### config.mk
export PLATFORM = sky130hd
export DESIGN_NAME = arb_requester_flat
export DESIGN_NICKNAME = d
export VERILOG_FILES = /design/src/rtl/arb_pkg.sv /design/src/rtl/arb_requester_if.sv /design/src/rtl/req_fifo.sv /design/src/rtl/arb_requester.sv /design/src/flat_wrapper.sv
export SDC_FILE = /design/constraint.sdc
export NUM_CORES = 1
export LEC_CHECK = 0
export ABC_AREA = 0
export BUFFER_PORTS_ARGS = -buffer_cell sky130_fd_sc_hd__buf_2
export CAP_MARGIN = 5
export CORE_MARGIN = 3
export CORE_UTILIZATION = 30
export CTS_CLUSTER_DIAMETER = 30
export DETAILED_ROUTE_END_ITERATION = 16
export PLACE_DENSITY = 0.48
export SLEW_MARGIN = 20
export SYNTH_ARGS = -nofsm -noshare
export SYNTH_HDL_FRONTEND = slang
export SYNTH_HIERARCHICAL = 1
export SYNTH_SLANG_ARGS = --single-unit
### constraint.sdc
create_clock -name clk -period 7.3 [get_ports clk]
set_clock_uncertainty 0.2 [all_clocks]
set_input_delay 1.095 -clock clk [delete_from_list [all_inputs] [get_ports clk]]
set_output_delay 1.095 -clock clk [all_outputs]
set_load 0.03 [all_outputs]
### src/rtl/arb_pkg.sv
// Shared definitions for the two-channel arbiter requester and its arbiter.
package arb_pkg;

    localparam int unsigned NUM_REQ    = 2;
    localparam int unsigned ARB_DATA_W = 8;
    localparam int unsigned ARB_DEPTH  = 4;

    typedef logic [NUM_REQ-1:0] grant_t;

    // A grant vector is legal when it selects at most one channel.
    function automatic logic grant_legal(input grant_t g);
        return !(&g);
    endfunction

endpackage

### src/rtl/arb_requester_if.sv
// Push, arbitration and delivery signals of the arbiter requester.
interface arb_requester_if
    import arb_pkg::*;
#(
    parameter int unsigned DATA_W = ARB_DATA_W
);

    logic [NUM_REQ-1:0] in_valid;
    logic [DATA_W-1:0]  in_data0;
    logic [DATA_W-1:0]  in_data1;
    logic [NUM_REQ-1:0] in_ready;
    logic [NUM_REQ-1:0] request;
    grant_t             grant;
    logic               out_valid;
    logic [DATA_W-1:0]  out_data;
    logic               out_id;
    logic               grant_err;

    modport master (
        output in_valid, in_data0, in_data1, grant,
        input  in_ready, request, out_valid, out_data, out_id, grant_err
    );

    modport slave (
        input  in_valid, in_data0, in_data1, grant,
        output in_ready, request, out_valid, out_data, out_id, grant_err
    );

endinterface

### src/rtl/req_fifo.sv
// Per-channel queue: wrap-around pointers, occupancy count, head exposed combinationally.
module req_fifo
    import arb_pkg::*;
#(
    parameter int unsigned DATA_W = ARB_DATA_W,
    parameter int unsigned DEPTH  = ARB_DEPTH
) (
    input  logic                   clk,
    input  logic                   reset,
    input  logic                   push,
    input  logic [DATA_W-1:0]      push_data,
    input  logic                   pop,
    output logic [DATA_W-1:0]      head,
    output logic                   full,
    output logic                   empty,
    output logic [$clog2(DEPTH):0] count
);

    localparam int unsigned PTR_W = $clog2(DEPTH);
    localparam int unsigned CNT_W = PTR_W + 1;

    logic [DATA_W-1:0] r_mem [DEPTH];
    logic [PTR_W-1:0]  r_wr_ptr;
    logic [PTR_W-1:0]  r_rd_ptr;
    logic [CNT_W-1:0]  r_count;
    logic              w_push_ok;
    logic              w_pop_ok;

    assign full      = (r_count == CNT_W'(DEPTH));
    assign empty     = (r_count == '0);
    assign count     = r_count;
    assign head      = r_mem[r_rd_ptr];
    assign w_push_ok = push && !full;
    assign w_pop_ok  = pop && !empty;

    // Storage carries no reset; the count alone defines which entries are live.
    always_ff @(posedge clk) begin
        if (w_push_ok) begin
            r_mem[r_wr_ptr] <= push_data;
        end
    end

    always_ff @(posedge clk) begin
        if (reset) begin
            r_wr_ptr <= '0;
            r_rd_ptr <= '0;
            r_count  <= '0;
        end else begin
            if (w_push_ok) begin
                r_wr_ptr <= r_wr_ptr + PTR_W'(1);
            end
            if (w_pop_ok) begin
                r_rd_ptr <= r_rd_ptr + PTR_W'(1);
            end
            case ({w_push_ok, w_pop_ok})
                2'b10:   r_count <= r_count + CNT_W'(1);
                2'b01:   r_count <= r_count - CNT_W'(1);
                default: r_count <= r_count;
            endcase
        end
    end

endmodule

### src/rtl/arb_requester.sv
// Two queued channels requesting a registered two-way arbiter; granted heads are
// delivered one cycle after the pop, and protocol violations latch a sticky flag.
module arb_requester
    import arb_pkg::*;
#(
    parameter int unsigned DATA_W = ARB_DATA_W,
    parameter int unsigned DEPTH  = ARB_DEPTH
) (
    input  logic          clk,
    input  logic          reset,
    arb_requester_if.slave bus
);

    localparam int unsigned CNT_W = $clog2(DEPTH) + 1;

    grant_t             w_grant;
    logic               w_legal;
    logic               w_viol;
    logic [NUM_REQ-1:0] w_push;
    logic [NUM_REQ-1:0] w_pop;
    logic [NUM_REQ-1:0] w_full;
    logic [NUM_REQ-1:0] w_empty;
    logic [NUM_REQ-1:0] w_req;
    logic [NUM_REQ-1:0] w_ready;
    logic [CNT_W-1:0]   w_count [NUM_REQ];
    logic [DATA_W-1:0]  w_head  [NUM_REQ];

    logic               r_out_valid;
    logic [DATA_W-1:0]  r_out_data;
    logic               r_out_id;
    logic               r_grant_err;

    req_fifo #(.DATA_W(DATA_W), .DEPTH(DEPTH)) u_fifo0 (
        .clk       (clk),
        .reset     (reset),
        .push      (w_push[0]),
        .push_data (bus.in_data0),
        .pop       (w_pop[0]),
        .head      (w_head[0]),
        .full      (w_full[0]),
        .empty     (w_empty[0]),
        .count     (w_count[0])
    );

    req_fifo #(.DATA_W(DATA_W), .DEPTH(DEPTH)) u_fifo1 (
        .clk       (clk),
        .reset     (reset),
        .push      (w_push[1]),
        .push_data (bus.in_data1),
        .pop       (w_pop[1]),
        .head      (w_head[1]),
        .full      (w_full[1]),
        .empty     (w_empty[1]),
        .count     (w_count[1])
    );

    // Request drops in the cycle that pops the last entry, so a registered
    // arbiter never grants a channel that has just gone empty.
    always_comb begin
        w_grant = bus.grant;
        w_legal = grant_legal(w_grant);
        w_push  = '0;
        w_pop   = '0;
        w_req   = '0;
        w_ready = '0;
        for (int i = 0; i < NUM_REQ; i++) begin
            w_ready[i] = !reset && !w_full[i];
            w_push[i]  = !reset && bus.in_valid[i] && !w_full[i];
            w_pop[i]   = !reset && w_grant[i] && w_legal && !w_empty[i];
            w_req[i]   = !reset && !w_empty[i] &&
                         !((w_count[i] == CNT_W'(1)) && w_pop[i]);
        end
        w_viol = !reset && (!w_legal || (|(w_grant & w_empty)));
    end

    always_ff @(posedge clk) begin
        if (reset) begin
            r_out_valid <= 1'b0;
            r_out_data  <= '0;
            r_out_id    <= 1'b0;
            r_grant_err <= 1'b0;
        end else begin
            r_out_valid <= |w_pop;
            if (|w_pop) begin
                r_out_data <= w_pop[1] ? w_head[1] : w_head[0];
                r_out_id   <= w_pop[1];
            end
            r_grant_err <= r_grant_err | w_viol;
        end
    end

    assign bus.in_ready  = w_ready;
    assign bus.request   = w_req;
    assign bus.out_valid = r_out_valid;
    assign bus.out_data  = r_out_data;
    assign bus.out_id    = r_out_id;
    assign bus.grant_err = r_grant_err;

endmodule

### src/flat_wrapper.sv
// flat-port wrapper written by rule: the top's interface ports become plain ports
module arb_requester_flat import arb_pkg::*;
#(
    parameter int unsigned DATA_W = ARB_DATA_W,
    parameter int unsigned DEPTH  = ARB_DEPTH
)
  (clk, reset, bus_in_valid, bus_in_data0, bus_in_data1, bus_grant, bus_in_ready, bus_request, bus_out_valid, bus_out_data, bus_out_id, bus_grant_err);
  arb_requester_if #(.DATA_W(DATA_W)) bus_i ();
  input  logic clk;
  input  logic reset;
  input wire logic [$bits(bus_i.in_valid)-1:0] bus_in_valid;
  input wire logic [$bits(bus_i.in_data0)-1:0] bus_in_data0;
  input wire logic [$bits(bus_i.in_data1)-1:0] bus_in_data1;
  input wire logic [$bits(bus_i.grant)-1:0] bus_grant;
  output wire logic [$bits(bus_i.in_ready)-1:0] bus_in_ready;
  output wire logic [$bits(bus_i.request)-1:0] bus_request;
  output wire logic [$bits(bus_i.out_valid)-1:0] bus_out_valid;
  output wire logic [$bits(bus_i.out_data)-1:0] bus_out_data;
  output wire logic [$bits(bus_i.out_id)-1:0] bus_out_id;
  output wire logic [$bits(bus_i.grant_err)-1:0] bus_grant_err;
  assign bus_i.in_valid = bus_in_valid;
  assign bus_i.in_data0 = bus_in_data0;
  assign bus_i.in_data1 = bus_in_data1;
  assign bus_i.grant = bus_grant;
  assign bus_in_ready = bus_i.in_ready;
  assign bus_request = bus_i.request;
  assign bus_out_valid = bus_i.out_valid;
  assign bus_out_data = bus_i.out_data;
  assign bus_out_id = bus_i.out_id;
  assign bus_grant_err = bus_i.grant_err;
  arb_requester #(.DATA_W(DATA_W), .DEPTH(DEPTH)) u_core (.clk(clk), .reset(reset), .bus(bus_i));
endmodule
# Word-level counts from Yosys, hierarchy flattened
# Memories as Yosys holds them, arrays and structs flattened. A register that Yosys moved wholly into a read port is not among the register bits.
# Index checks and enable logic that the tools add are counted.
word_totals:
  reg_bits: 25
  latchBits: 0
  ram_bits: 64
  romBits: 0
  input_bits: 22
  out_inout_bits: 15
  elab_cells: 80
  mem_count: 2
op_classes:
  addsub: 8
  n_mul: 0
  n_div: 0
  order_cmp: 0
  eq_ne: 8
  shifts: 0
  n_mux: 11
  bitwise: 2
  reduce_logical: 39
mem_list:
  columns: ["name", "depth", "word_bits", "rd", "rd_ports_with_merged_regs", "wr", "line", "text"]
  rows:
  - ["u_core.u_fifo0.r_mem", 4, 8, 1, 1, 1, "req_fifo.sv:22", "logic [DATA_W-1:0] r_mem [DEPTH];"]
  - ["u_core.u_fifo1.r_mem", 4, 8, 1, 1, 1, "req_fifo.sv:22", null]
ops:
  columns: ["op", "n"]
  rows:
  - ["$logic_and 1x1->1", 23]
  - ["$pmux 3 s2", 2]
  - ["$add 2x1->2 const B", 4]
  - ["$logic_not 1->1", 8]
  - ["$mux 2", 4]
  - ["$mux 8", 1]
  - ["$add 3x1->3 const B", 2]
  - ["$eq 3x1->1 const B", 2]
  - ["$eq 3x3->1 const B", 2]
  - ["$logic_not 3->1", 2]
  - ["$sub 3x1->3 const B", 2]
  - ["$eq 2x1->1 const B", 2]
  - ["$eq 2x2->1 const B", 2]
  - ["$mux 1", 4]
  - ["$reduce_bool 2->1", 2]
  - ["$reduce_or 2->1", 2]
  - ["$and 2x2->2", 1]
  - ["$reduce_and 2->1", 1]
  - ["$logic_or 1x1->1", 1]
  - ["$or 1x1->1", 1]

# Logic depth before layout (Yosys ltp)
depth:
  word_depth: 7
  depth_mapped: 12
  mapped_depth_nobuf: 12

# Hierarchy
# Netlist, hierarchy kept.
modules_own_cells:
  columns: ["module", "n_inst", "cells_each", "area_each_um2", "seq_area_each_um2"]
  rows:
  - ["req_fifo", 2, 96, 1635.3, 1141.1]
  - ["arb_requester", 1, 69, 586.8, 220.2]

# Least setup slack after synthesis
# Ideal clock, no wire load.
synth_path:
  kind: "input port to output port"
  startpoint: "in reset"
  endpoint: "out bus_request[0]"
  t_arrival_ns: 2.190
  t_required_ns: 6.005
  path_slack_ns: 3.815
  stages: 3
  path_buffers: 2
  path_cell_list: "buf_6 > clkbuf_1 > a311oi_1"
synth_between:
  elab_chain_cells: 7
  word_cells_on_any_way: 8
  classes_between: "8 x reduce/logical"
synth_lines:
  columns: ["item", "line", "text"]
  rows:
  - ["from (decl)", "flat_wrapper.sv:10", "input logic reset;"]
  - ["$logic_not 1->1 (*)", "arb_requester.sv:69, arb_requester.sv:70", null]
  - ["$logic_and 1x1->1 (3 in a row)", "arb_requester.sv:69", "w_pop[i] = !reset && w_grant[i] && w_legal && !w_empty[i];"]
  - ["$logic_and 1x1->1", "arb_requester.sv:71", "!((w_count[i] == CNT_W'(1)) && w_pop[i]);"]
  - ["$logic_not 1->1", "arb_requester.sv:71", null]
  - ["$logic_and 1x1->1 (*)", "arb_requester.sv:70", "w_req[i] = !reset && !w_empty[i] &&"]
  - ["to (decl)", "flat_wrapper.sv:16", "output wire logic [$bits(bus_i.request)-1:0] bus_request;"]
# Every way passes the cells marked *; elsewhere a longest branch is shown, timed or not.

# Worst setup path after layout
layout_path:
  startpoint: "in reset"
  endpoint: "reg u_core.u_fifo1.r_count[2], in the netlist u_core/u_fifo1/count[2]"
layout_between:
  elab_chain_cells: 7
  word_cells_on_any_way: 12
  classes_between: "2 x eq/ne; 1 x mux; 9 x reduce/logical"
layout_lines:
  columns: ["item", "line", "text"]
  rows:
  - ["$logic_not 1->1 (*)", "arb_requester.sv:69", null]
  - ["$logic_and 1x1->1 (*) (3 in a row)", "arb_requester.sv:69", null]
  - ["named net u_core.w_pop[1]", "arb_requester.sv:20", "logic [NUM_REQ-1:0] w_pop;"]
  - ["$logic_and 1x1->1 (*)", "req_fifo.sv:34", "assign w_pop_ok = pop && !empty;"]
  - ["named net u_core.u_fifo1.w_pop_ok", "req_fifo.sv:27", "logic w_pop_ok;"]
  - ["$eq 2x1->1 / $eq 2x2->1 (equally long branches)", "req_fifo.sv:55", "case ({w_push_ok, w_pop_ok})"]
  - ["$pmux 3 s2 / $reduce_bool 2->1 (equally long branches)", null, null]
  - ["to (signal assigned)", "req_fifo.sv:56", "2'b10: r_count <= r_count + CNT_W'(1);"]
  - ["to (signal assigned)", "req_fifo.sv:57", "2'b01: r_count <= r_count - CNT_W'(1);"]
  - ["to (signal assigned)", "req_fifo.sv:58", "default: r_count <= r_count;"]
  - ["to (decl)", "req_fifo.sv:25", "logic [CNT_W-1:0] r_count;"]
# The timed path passes the listed nets; every way through them passes the cells marked *.
# A chain may end at the register's enable or synchronous reset.

==> impl_results.md <==
- Power density over the cells: roughly 260 nW/um^2
- GRT Overall Usage: 0.105
- Unrepaired setup endpoints after global routing: no
- VDD IR-drop max: roughly 0.090 mV
- Worst Hold Class: flip-flop to flip-flop
- Die width: 119 um
- P_leak: between 0.0015 and 0.002 uW
- Crit end category: flip-flop
- Register area: between 2000 and 3000 um^2
- Via Count: ~2.1k
- Clock sink count: a little over 90
- Req. time, crit path: 7370 ps
- Synth Cell Area: 3860 um^2
- Die area: 14300 um^2
- IO Count: 37
- Hold Buf Count CTS: 0
- # DRC: 0
- DP Cell Count: around 460
- Clock Latency Late Sink: 340 ps
- Final period utilization: 0.508
- Sequential fraction of the synthesis area: 0.649
- Mapped Cells: 261
- Post-synth net total: 295
- Iter 0 DRT Violations: 112
- Area Growth Syn to Fin: 17.0%
- Number of synthesized flops with an enable pin: 64
- Synth area leader: edfxtp_1
- Grt total ovfl: 0
- First-pass GRT wire length: about 11 mm
- Fin util: 0.367
- # H-tree levels: 3
- Number of global-route vias before repair: 2161
- Largest net degree at the start of global routing: 36
- Nets: 332
- Worst Max-Slew Pin Slew: around 640 ps
- Worst path cell trace: buf_2, or4b_1, clkinv_8, o31ai_2, inv_1, ha_1, inv_1, fa_1, xor2_1, or3_1, a21oi_1
- Crit-path slowest cell: or4b_1
- Max-cap violations: 0
- Final Hold Violating Endpoints: 0
- Final worst hold slack: between 200 and 300 ps
- Post-Syn Area per Cell: 14.8 um^2
- CTS tree: yes
- Design area: 4510 um^2
- Routed len/inst: 14.9 um
- Postcts setup bufs: 0
- Multi-input gate area: 1220 um^2
- Status: completed
- Min Tclk post-route: 3710 ps
- Kind of critical path: primary input to flip-flop
- M3 GR Usage: 0.0328
- Effective utilization at floorplan: 0.313
- Clock root cell: clkbuf_16
- Post-DP HPWL: 4.94 mm
- Clock slew at reported path FFs: around 70 ps
- Proportion of layout cells with a drive suffix above 1: 0.254
- Max incr delay on CP: 840 ps
- Final WL: 7.04 mm
- Global routing's busiest layer: met2
- Synth unique cells: 33
- Synth Warn #: 6
- Drt via density: 4.55
- Row cnt: 40
- Critical Path Fanout Max: 35
- Top Family by Delay on Critical Path: simple AND/OR/NAND/NOR gates
- Setup violators final: 0
- Post-CTS resize count: 0
- Met2 GRT Util: 0.157
- Flops & latches, synth: 93
- Top-area cell type share of the netlist area: 0.498
- Fraction of registers with async set/reset: 0
- Core Region: around 12000 um^2
- F_max: ~0.27 GHz
- GP Congestion: 0.706
- Worst slew margin: 0.573
- Diodes inserted: 0
- Antenna-violating nets left: 0
- Top FF cell, synth: edfxtp_1
- Final Non-Filler Cells: 471
- # fillers: 1206
- CTS Buf Count: 9
- Most frequent cell after synthesis: edfxtp_1
- CP dominant cell by count: inv_1
- Setup TNS: 0 ps
- WP buf/inv: 4
- Placed cell area: 4190 um^2
- DIE HEIGHT: 119 um
- CP Data Arrival Time: 3780 ps
- Met1 usage: 0.142
- Startpoint types: primary input
- CTS Buffer Depth: 2
- Final Max Slew Viols: 0
- I/O Buffers: 36
- Initial antenna violation count: 0
- Pre-antenna DRT Iters: 4
- Synth top area cells: edfxtp_1, dfxtp_1, mux4_2
- Post-synth top cells: edfxtp_1, dfxtp_1, nand2_1, inv_1, mux4_2
## tightest hold or removal path: cells and delay by family, from the launching register on
family	cells	cell delay [ps]
AO/OA/AOI/OAI	1	50
buffers and inverters	1	50
flip-flops	1	310
## cell usage in the layout (no fill, tap or decap)
cell type   instances
ha_1               10
bufinv_16           2
nor2_1             15
nor3b_1             1
and2_1             10
xor2_1              6
nand2_1            18
nor2b_1             2
o31ai_2             2
edfxtp_1           64
a311oi_2            1
a21oi_1             9
or2_1               1
or3_1               6
dfxtp_1            29
clkbuf_16           9
clkinv_4            2
buf_2              36
o21ai_0             8
nor3_1              8
nor3b_2             4
nor4b_1             1
mux2i_1             2
nor3_2              2
inv_1              17
a311oi_1            8
clkinv_8            1
or4b_1              1
a211oi_1            1
nand2b_1            5
clkinv_1            1
clkinvlp_4          1
inv_6               1
fa_1                2
mux4_2             16
a21o_1              1
## power breakdown
group / switching [uW] / internal (uW)
Clock: 197 / 301
Sequential: 9.50 / 578
Combinational: 49.8 / 28.2
Total: 256 / 907
## state kept, by name (all words and copies together) (netlist names), named ones only
name,count
u_core/bus.out_id,1
u_core/bus.out_data,8
u_core/u_fifo1/r_wr_ptr,2
u_core/u_fifo0/r_rd_ptr,2
u_core/u_fifo1/r_mem,32
u_core/u_fifo0/r_mem,32
u_core/u_fifo0/count,3
u_core/u_fifo0/r_wr_ptr,2
u_core/bus.out_valid,1
u_core/u_fifo1/r_rd_ptr,2
u_core/u_fifo1/count,3
u_core/bus.grant_err,1
## per-stage QoR
step	total power, uW	setup WS (ps)
4_1_cts	1170	3590
5_1_grt	1210	3450
3_3_place_gp	677	3330
3_5_place_dp	679	3240
2_1_floorplan	650	3810
6_report	1160	3590
## metal layers
layer	vias to the layer above	wire length [um]	part of all wire
met4	0	102	0.014
li1	1043	-	-
met2	41	3260	0.46
met3	9	325	0.046
met1	1051	3350	0.48
met5	-	0	0
## cell type report
type / count / share of cell area
well taps: 168 / 0.0466
flip-flops and latches: 93 / 0.554
clock buffers: 9 / 0.0499
inverters: 18 / 0.0177
clock inverters: 7 / 0.0216
repair buffers: 36 / 0.0399
multi-input cells: 140 / 0.270
## logic make-up (layout without fill, tap and decap cells)
family,count (synthesis),count (layout),share of synthesized area
flops,93,93,0.649
simple gates,74,74,0.106
compound gates,30,30,0.0545
buf+inv,28,70,0.0354
mux,18,18,0.0986
fa+ha+maj,12,12,0.0428
xor+xnor,6,6,0.0136
## final timing paths
kind	start	end	slack [ps]	cells after the start
worst max-delay path	reset	u_core/u_fifo1/count[2]	3590	11
worst min-delay path	u_core/bus.grant_err	u_core/bus.grant_err	250	2
worst min register to register	u_core/bus.grant_err	u_core/bus.grant_err	250	2
worst max register to register	u_core/u_fifo1/count[0]	u_core/u_fifo1/count[2]	4090	11
No activity file was read; power rests on OpenSTA's default activity.
